==> src/rtl/barrel_align_if.sv <==
// Stream-side signals of the barrel aligner. slip_cnt exists only when
// BARREL_ALIGN_STATS_EN is defined.
interface barrel_align_if;
  logic       in_valid;
  logic [7:0] in_data;
  logic       out_valid;
  logic [7:0] out_data;
  logic       out_sof;
  logic       locked;
  logic [2:0] rot;
`ifdef BARREL_ALIGN_STATS_EN
  logic [7:0] slip_cnt;

  modport master (output in_valid, in_data,
                  input  out_valid, out_data, out_sof, locked, rot, slip_cnt);
  modport slave  (input  in_valid, in_data,
                  output out_valid, out_data, out_sof, locked, rot, slip_cnt);
`else
  modport master (output in_valid, in_data,
                  input  out_valid, out_data, out_sof, locked, rot);
  modport slave  (input  in_valid, in_data,
                  output out_valid, out_data, out_sof, locked, rot);
`endif
endinterface

==> src/rtl/barrel_align.sv <==
// Rotation-recovering word aligner: hunts for SYNC_WORD over 8 candidate rotations,
// verifies frame position, locks, and de-rotates. Optional macro: BARREL_ALIGN_STATS_EN.
//
// state    | meaning
// S_SEARCH | trying one rotation for FRAME_LEN words, advancing on no match
// S_VERIFY | candidate found, confirming sync at every frame position 0
// S_LOCKED | rotation frozen, counting consecutive sync misses
module barrel_align #(
  parameter logic [7:0] SYNC_WORD  = 8'hA5,
  parameter int         FRAME_LEN  = 16,
  parameter int         LOCK_COUNT = 4,
  parameter int         LOSS_COUNT = 3
) (
  input  logic         clk,
  input  logic         rst,
  barrel_align_if.slave bus
);

  localparam int PW = $clog2(FRAME_LEN);
  localparam int HW = $clog2(LOCK_COUNT + 1);
  localparam int MW = $clog2(LOSS_COUNT + 1);

  typedef enum logic [1:0] {S_SEARCH, S_VERIFY, S_LOCKED} state_t;

  state_t          state_q, state_d;
  logic [2:0]      rot_q, rot_d;
  logic [PW-1:0]   pos_q, pos_d, pos_next;
  logic [PW-1:0]   win_q, win_d;
  logic [HW-1:0]   hits_q, hits_d;
  logic [MW-1:0]   miss_q, miss_d;
  logic            locked_q, locked_d;
  logic            out_valid_q, out_valid_d;
  logic [7:0]      out_data_q, out_data_d;
  logic            out_sof_q, out_sof_d;
  logic [7:0]      slip_q, slip_d;
  logic [7:0]      derot;
  logic            match;

  function automatic logic [7:0] rotr(input logic [7:0] x, input logic [2:0] k);
    logic [15:0] dbl;
    dbl = {x, x} >> k;
    return dbl[7:0];
  endfunction

  assign derot    = rotr(bus.in_data, rot_q);
  assign match    = (derot == SYNC_WORD);
  assign pos_next = (pos_q == PW'(FRAME_LEN - 1)) ? '0 : pos_q + 1'b1;

  always_comb begin
    state_d     = state_q;
    rot_d       = rot_q;
    pos_d       = pos_q;
    win_d       = win_q;
    hits_d      = hits_q;
    miss_d      = miss_q;
    slip_d      = slip_q;
    out_valid_d = bus.in_valid;
    out_data_d  = bus.in_valid ? derot : out_data_q;
    out_sof_d   = bus.in_valid && (pos_q == '0) && (state_q == S_LOCKED) && match;

    if (bus.in_valid) begin
      unique case (state_q)
        S_SEARCH: begin
          if (match) begin
            state_d = (LOCK_COUNT == 1) ? S_LOCKED : S_VERIFY;
            hits_d  = HW'(1);
            pos_d   = PW'(1);
            miss_d  = '0;
          end else if (win_q == PW'(FRAME_LEN - 1)) begin
            rot_d = rot_q + 3'd1;
            win_d = '0;
          end else begin
            win_d = win_q + 1'b1;
          end
        end
        S_VERIFY: begin
          pos_d = pos_next;
          if (pos_q == '0) begin
            if (match) begin
              hits_d = hits_q + 1'b1;
              if (hits_q == HW'(LOCK_COUNT - 1)) begin
                state_d = S_LOCKED;
                miss_d  = '0;
              end
            end else begin
              state_d = S_SEARCH;
              rot_d   = rot_q + 3'd1;
              win_d   = '0;
              hits_d  = '0;
            end
          end
        end
        S_LOCKED: begin
          pos_d = pos_next;
          if (pos_q == '0) begin
            if (match) begin
              miss_d = '0;
            end else if (miss_q == MW'(LOSS_COUNT - 1)) begin
              // Rotation is kept: a burst of bit errors usually leaves it valid.
              state_d = S_SEARCH;
              win_d   = '0;
              miss_d  = '0;
              hits_d  = '0;
              if (slip_q != 8'hFF) slip_d = slip_q + 8'd1;
            end else begin
              miss_d = miss_q + 1'b1;
            end
          end
        end
        default: state_d = S_SEARCH;
      endcase
    end
    locked_d = (state_d == S_LOCKED);
  end

  always_ff @(posedge clk) begin
    if (rst) begin
      state_q     <= S_SEARCH;
      rot_q       <= '0;
      pos_q       <= '0;
      win_q       <= '0;
      hits_q      <= '0;
      miss_q      <= '0;
      locked_q    <= 1'b0;
      out_valid_q <= 1'b0;
      out_data_q  <= 8'h00;
      out_sof_q   <= 1'b0;
      slip_q      <= 8'h00;
    end else begin
      state_q     <= state_d;
      rot_q       <= rot_d;
      pos_q       <= pos_d;
      win_q       <= win_d;
      hits_q      <= hits_d;
      miss_q      <= miss_d;
      locked_q    <= locked_d;
      out_valid_q <= out_valid_d;
      out_data_q  <= out_data_d;
      out_sof_q   <= out_sof_d;
      slip_q      <= slip_d;
    end
  end

  assign bus.out_valid = out_valid_q;
  assign bus.out_data  = out_data_q;
  assign bus.out_sof   = out_sof_q;
  assign bus.locked    = locked_q;
  assign bus.rot       = rot_q;

`ifdef BARREL_ALIGN_STATS_EN
  assign bus.slip_cnt = slip_q;
`else
  logic unused_slip;
  assign unused_slip = ^slip_q;
`endif

endmodule

==> src/flat_wrapper.sv <==
// flat-port wrapper written by rule: the top's interface ports become plain ports
module barrel_align_flat 
#(
  parameter logic [7:0] SYNC_WORD  = 8'hA5,
  parameter int         FRAME_LEN  = 16,
  parameter int         LOCK_COUNT = 4,
  parameter int         LOSS_COUNT = 3
)
  (clk, rst, bus_in_valid, bus_in_data, bus_out_valid, bus_out_data, bus_out_sof, bus_locked, bus_rot);
  barrel_align_if bus_i ();
  input  logic clk;
  input  logic rst;
  input wire logic [$bits(bus_i.in_valid)-1:0] bus_in_valid;
  input wire logic [$bits(bus_i.in_data)-1:0] bus_in_data;
  output wire logic [$bits(bus_i.out_valid)-1:0] bus_out_valid;
  output wire logic [$bits(bus_i.out_data)-1:0] bus_out_data;
  output wire logic [$bits(bus_i.out_sof)-1:0] bus_out_sof;
  output wire logic [$bits(bus_i.locked)-1:0] bus_locked;
  output wire logic [$bits(bus_i.rot)-1:0] bus_rot;
  assign bus_i.in_valid = bus_in_valid;
  assign bus_i.in_data = bus_in_data;
  assign bus_out_valid = bus_i.out_valid;
  assign bus_out_data = bus_i.out_data;
  assign bus_out_sof = bus_i.out_sof;
  assign bus_locked = bus_i.locked;
  assign bus_rot = bus_i.rot;
  barrel_align #(.SYNC_WORD(SYNC_WORD), .FRAME_LEN(FRAME_LEN), .LOCK_COUNT(LOCK_COUNT), .LOSS_COUNT(LOSS_COUNT)) u_core (.clk(clk), .rst(rst), .bus(bus_i));
endmodule
==> config.mk <==
export PLATFORM = sky130hd
export DESIGN_NAME = barrel_align_flat
export DESIGN_NICKNAME = d
export VERILOG_FILES = /design/src/rtl/barrel_align_if.sv /design/src/rtl/barrel_align.sv /design/src/flat_wrapper.sv
export SDC_FILE = /design/constraint.sdc
export NUM_CORES = 1
export LEC_CHECK = 0
export CAP_MARGIN = 0
export CORE_UTILIZATION = 55
export CTS_CLUSTER_SIZE = 24
export DETAILED_ROUTE_END_ITERATION = 10
export MAX_ROUTING_LAYER = met4
export PLACE_DENSITY = 0.79
export SKIP_LAST_GASP = 1
export SLEW_MARGIN = 25
export SYNTH_ARGS = -nofsm -noshare
export SYNTH_HDL_FRONTEND = slang
export SYNTH_SLANG_ARGS = --single-unit
==> constraint.sdc <==
create_clock -name clk -period 2.55 [get_ports clk]
set_input_delay 0.255 -clock clk [delete_from_list [all_inputs] [get_ports clk]]
set_output_delay 0.255 -clock clk [all_outputs]
set_load 0.05 [all_outputs]
==> summary by stage <==
Run status
The run finished with clean final reports.

Worst setup path
The endpoint arrival time on the critical path is 2.58 ns. The largest fanout on the critical path is 10. The setup check on the worst reg-to-reg path leaves a slack of 0.16 ns. The number of cells on the worst reg-to-reg path is 9. The worst setup path is launched from a register. The class of the most critical setup path is register to register.

The endpoint of the worst-slack reg-to-reg timing path is u_core.bus.locked. The worst path required time is 2.75 ns. The worst register-to-register path begins at u_core.bus.rot[0]. The worst setup path is captured at a register.

Final layout
Leaving out filler cells and counting taps, the final layout contains 308. The final non-filler cell area is 2624 µm². The repair_antennas step left the layout with diodes totalling 0.

The library cell used most frequently in the layout, excluding fill and tap cells, is sky130_fd_sc_hd__dfxtp_1. The number of nets in the finished design is 280. The library cells used most frequently in the layout, excluding fill and tap cells, are sky130_fd_sc_hd__dfxtp_1, sky130_fd_sc_hd__clkdlybuf4s50_1, sky130_fd_sc_hd__buf_4. The synthesis-to-layout area growth is 22.92%. The ratio of cells with drive above 1 in the final layout is 0.2500.

Synthesis
The number of nets in the synthesized netlist is 242. Yosys mapped the design onto 60 distinct sky130hd cell types. The cell count after synthesis came out at 221. Yosys mapped a number of flops with a built-in enable equal to 0. Counting flops and latches in the post-synthesis netlist gives 29. The total standard cell area after synthesis is 2135 µm². Of the synthesized area, sequential elements account for 0.2720.

The total of warnings raised by yosys is 0. A synthesized cell averages 9.659 µm². The leading register cell type out of synthesis is sky130_fd_sc_hd__dfxtp_1. The async set or reset register ratio after synthesis is 0.

STA
The number of hold-slack violations in the final timing report is 0. The number of failing setup endpoints in the final timing report is 0. The final number of max-transition violations is 0. Static timing analysis puts the maximum clock frequency at 418.8 MHz.

For the pin with the worst max-slew slack, the measured transition is 0.5302 ns. The post-route setup TNS is 0 ns. The worst pin sits at a relative slew slack of 0.6444. The tightest hold path in the finished design has a slack of 0.4819 ns. The final critical-path setup slack is 0.1622 ns. The clock skew is 0.003470 ns. Setup repair after global routing left no endpoint under its margin.

The clock period could shrink to 2.388 ns. The final critical-path share of the clock period is 0.9364.

Placement
The congestion estimate from routability-driven global placement came to 0.9462. During placement, the flow inserted port buffers numbering 24. Counting tap cells, the placed design contains a total of 300 instances. The post-detailed-placement half-perimeter wirelength is 3465 µm.

Summing all placed instances gives a cell area of 2506 µm². The post-placement setup slack is -0.1034 ns.

Worst hold path
The instance count along the most critical hold path is 2. The path class of the tightest hold or removal check is register to register. For hold timing, the worst endpoint is u_core.bus.out_data[2].

The hold path startpoint is u_core.bus.out_data[2].

Clock tree
The sink count of the clock tree is 29. The clock tree from TritonCTS is done. The total CTS buffers is 5. The CTS root buffer is sky130_fd_sc_hd__clkbuf_8. For this design, the CTS-stage hold fixing added 0 buffers. The latest clock arrival within the worst-skew pair is 0.28 ns. The count of buffers added by post-CTS timing repair for setup is 0. Clock-pin slew was measured on the worst setup and hold paths at 0.06 ns. The H-tree depth is 2. The quantity of gates resized following cts is 0. In this run the deepest clock path goes through 2 buffers.

Detailed routing
The violation count after the first detailed-route iteration is 100. The detail route stage leaves a number of antenna-violating nets equal to 0. In the routed design, unresolved DRC markers number 0. The count of TritonRoute iterations in the first routing pass is 4.

Using the TritonRoute via totals, the vias-per-cell ratio works out to 6.003. Detailed routing inserted a total of 1849 vias. The sum of routed wire length over all layers is 4607 µm. The average wire per standard cell is 14.96 µm.

Power and ir drop
IR analysis of the VDD net gives a maximum drop of 0.3029 mV. The power per standard cell area is 405.8 nW/µm². Summed over all cells, the static leakage comes to 0.9686 nW.

Die
The floorplan has 22 rows. The height of the chip is 64.30 µm. The total die area is 4134 µm².

The initial core utilization is 0.5787. The number of top-level pins is 25. The floorplan step defined a core boundary enclosing 3689 µm². The die span in x is 64.30 µm.

GRT
The number of antenna violations at the first check in global routing is 0. The via count of the first global-routing pass is 1696. The overflow left after global routing is 0. Entering global routing, the biggest net connects 21 pins.

The total track usage is 0.2484. The first global-routing pass estimated 7762 µm of wire.

Run
Max-cap violations in this run came to 0.
[registers in the layout, summed over array words and instances (netlist names)]
| signal | flops |
|---|---|
| u_core.bus.out_valid | 1 |
| u_core.bus.locked | 1 |
| u_core.state_q | 2 |
| u_core.hits_q | 3 |
| u_core.bus.rot | 3 |
| u_core.bus.out_data | 8 |
| u_core.pos_q | 4 |
| u_core.bus.out_sof | 1 |
| u_core.miss_q | 2 |
| u_core.win_q | 4 |
[power by group]
group          leakage [nW]  switching, mW  internal, mW
registers             0.237        0.00829         0.465
clock network        0.0542          0.174         0.243
logic                 0.677         0.0988        0.0752
total                 0.969          0.281         0.784
[per-layer routing]
| metal | wire (µm) | GRT usage |
|---|---|---|
| met1 | 2135 | 0.3319 |
| met2 | 2096 | 0.3658 |
| met3 | 271 | 0.05714 |
| met4 | 103 | 0.08889 |
| met5 | 0 | - |
[through the flow]
step | power (mW) | utilization
floorplan | 0.5933 | -
global placement | 0.6547 | 0.6794
detailed placement | 0.6571 | 0.6794
CTS | 1.073 | 0.7069
global route | 1.110 | 0.7113
finish | 1.065 | 0.7113
[Yosys cell counts (3+ instances only)]
cell type	instances	share of area
sky130_fd_sc_hd__mux2i_1	10	0.047
sky130_fd_sc_hd__mux4_2	5	0.053
sky130_fd_sc_hd__a21oi_1	10	0.023
sky130_fd_sc_hd__nor3_1	3	0.0070
sky130_fd_sc_hd__nand3_1	6	0.014
sky130_fd_sc_hd__dfxtp_1	29	0.27
sky130_fd_sc_hd__nand2_1	14	0.025
sky130_fd_sc_hd__inv_1	13	0.023
sky130_fd_sc_hd__ha_1	10	0.059
sky130_fd_sc_hd__a221oi_2	3	0.021
sky130_fd_sc_hd__buf_6	3	0.016
sky130_fd_sc_hd__nand4_1	3	0.0088
sky130_fd_sc_hd__mux2_4	3	0.021
sky130_fd_sc_hd__a31oi_1	3	0.0088
sky130_fd_sc_hd__a211oi_1	9	0.032
sky130_fd_sc_hd__o21ai_0	6	0.014
sky130_fd_sc_hd__and3_1	5	0.015
sky130_fd_sc_hd__nor4_1	3	0.0088
sky130_fd_sc_hd__clkbuf_1	10	0.018
sky130_fd_sc_hd__nor2_1	20	0.035
sky130_fd_sc_hd__mux4_1	3	0.037
[cell families after synthesis]
family | share of synthesized area
AO/OA/AOI/OAI | 0.2204
AND/OR/NAND/NOR | 0.1776
adder cells (fa/ha/maj) | 0.05862
buffers and inverters | 0.06741
XOR/XNOR | 0.008208
multiplexers | 0.1958
flip-flops | 0.2720
[critical path: stages (launching register included)]
cell                       delay (ns)
sky130_fd_sc_hd__dfxtp_4         0.44
sky130_fd_sc_hd__buf_4           0.17
sky130_fd_sc_hd__mux2i_4         0.30
sky130_fd_sc_hd__and2_4          0.20
sky130_fd_sc_hd__a22oi_2         0.08
sky130_fd_sc_hd__a21o_1          0.29
sky130_fd_sc_hd__buf_4           0.18
sky130_fd_sc_hd__o21ai_0         0.25
sky130_fd_sc_hd__nand2_1         0.13
sky130_fd_sc_hd__a221oi_2        0.26
[worst max-delay path by stage]
stage	start	to
final	u_core.bus.rot[0]	u_core.bus.locked
after global routing	u_core.bus.rot[0]	u_core.win_q[0]
after CTS	u_core.bus.rot[0]	u_core.hits_q[0]
after detailed placement	bus_in_data[7]	u_core.hits_q[0]
after global placement	bus_in_data[7]	u_core.bus.locked
after floorplan	u_core.bus.rot[2]	u_core.hits_q[0]
[cell type report]
type	count	area, µm²
repair buffers	46	405.4
clock buffers	7	96.34
flip-flops and latches	29	584.3
inverters	13	48.80
multi-input cells	164	1424
clock inverters	1	5.005
well taps	48	60.06
fillers	304	1065
Power figures use the tool's default switching activity.
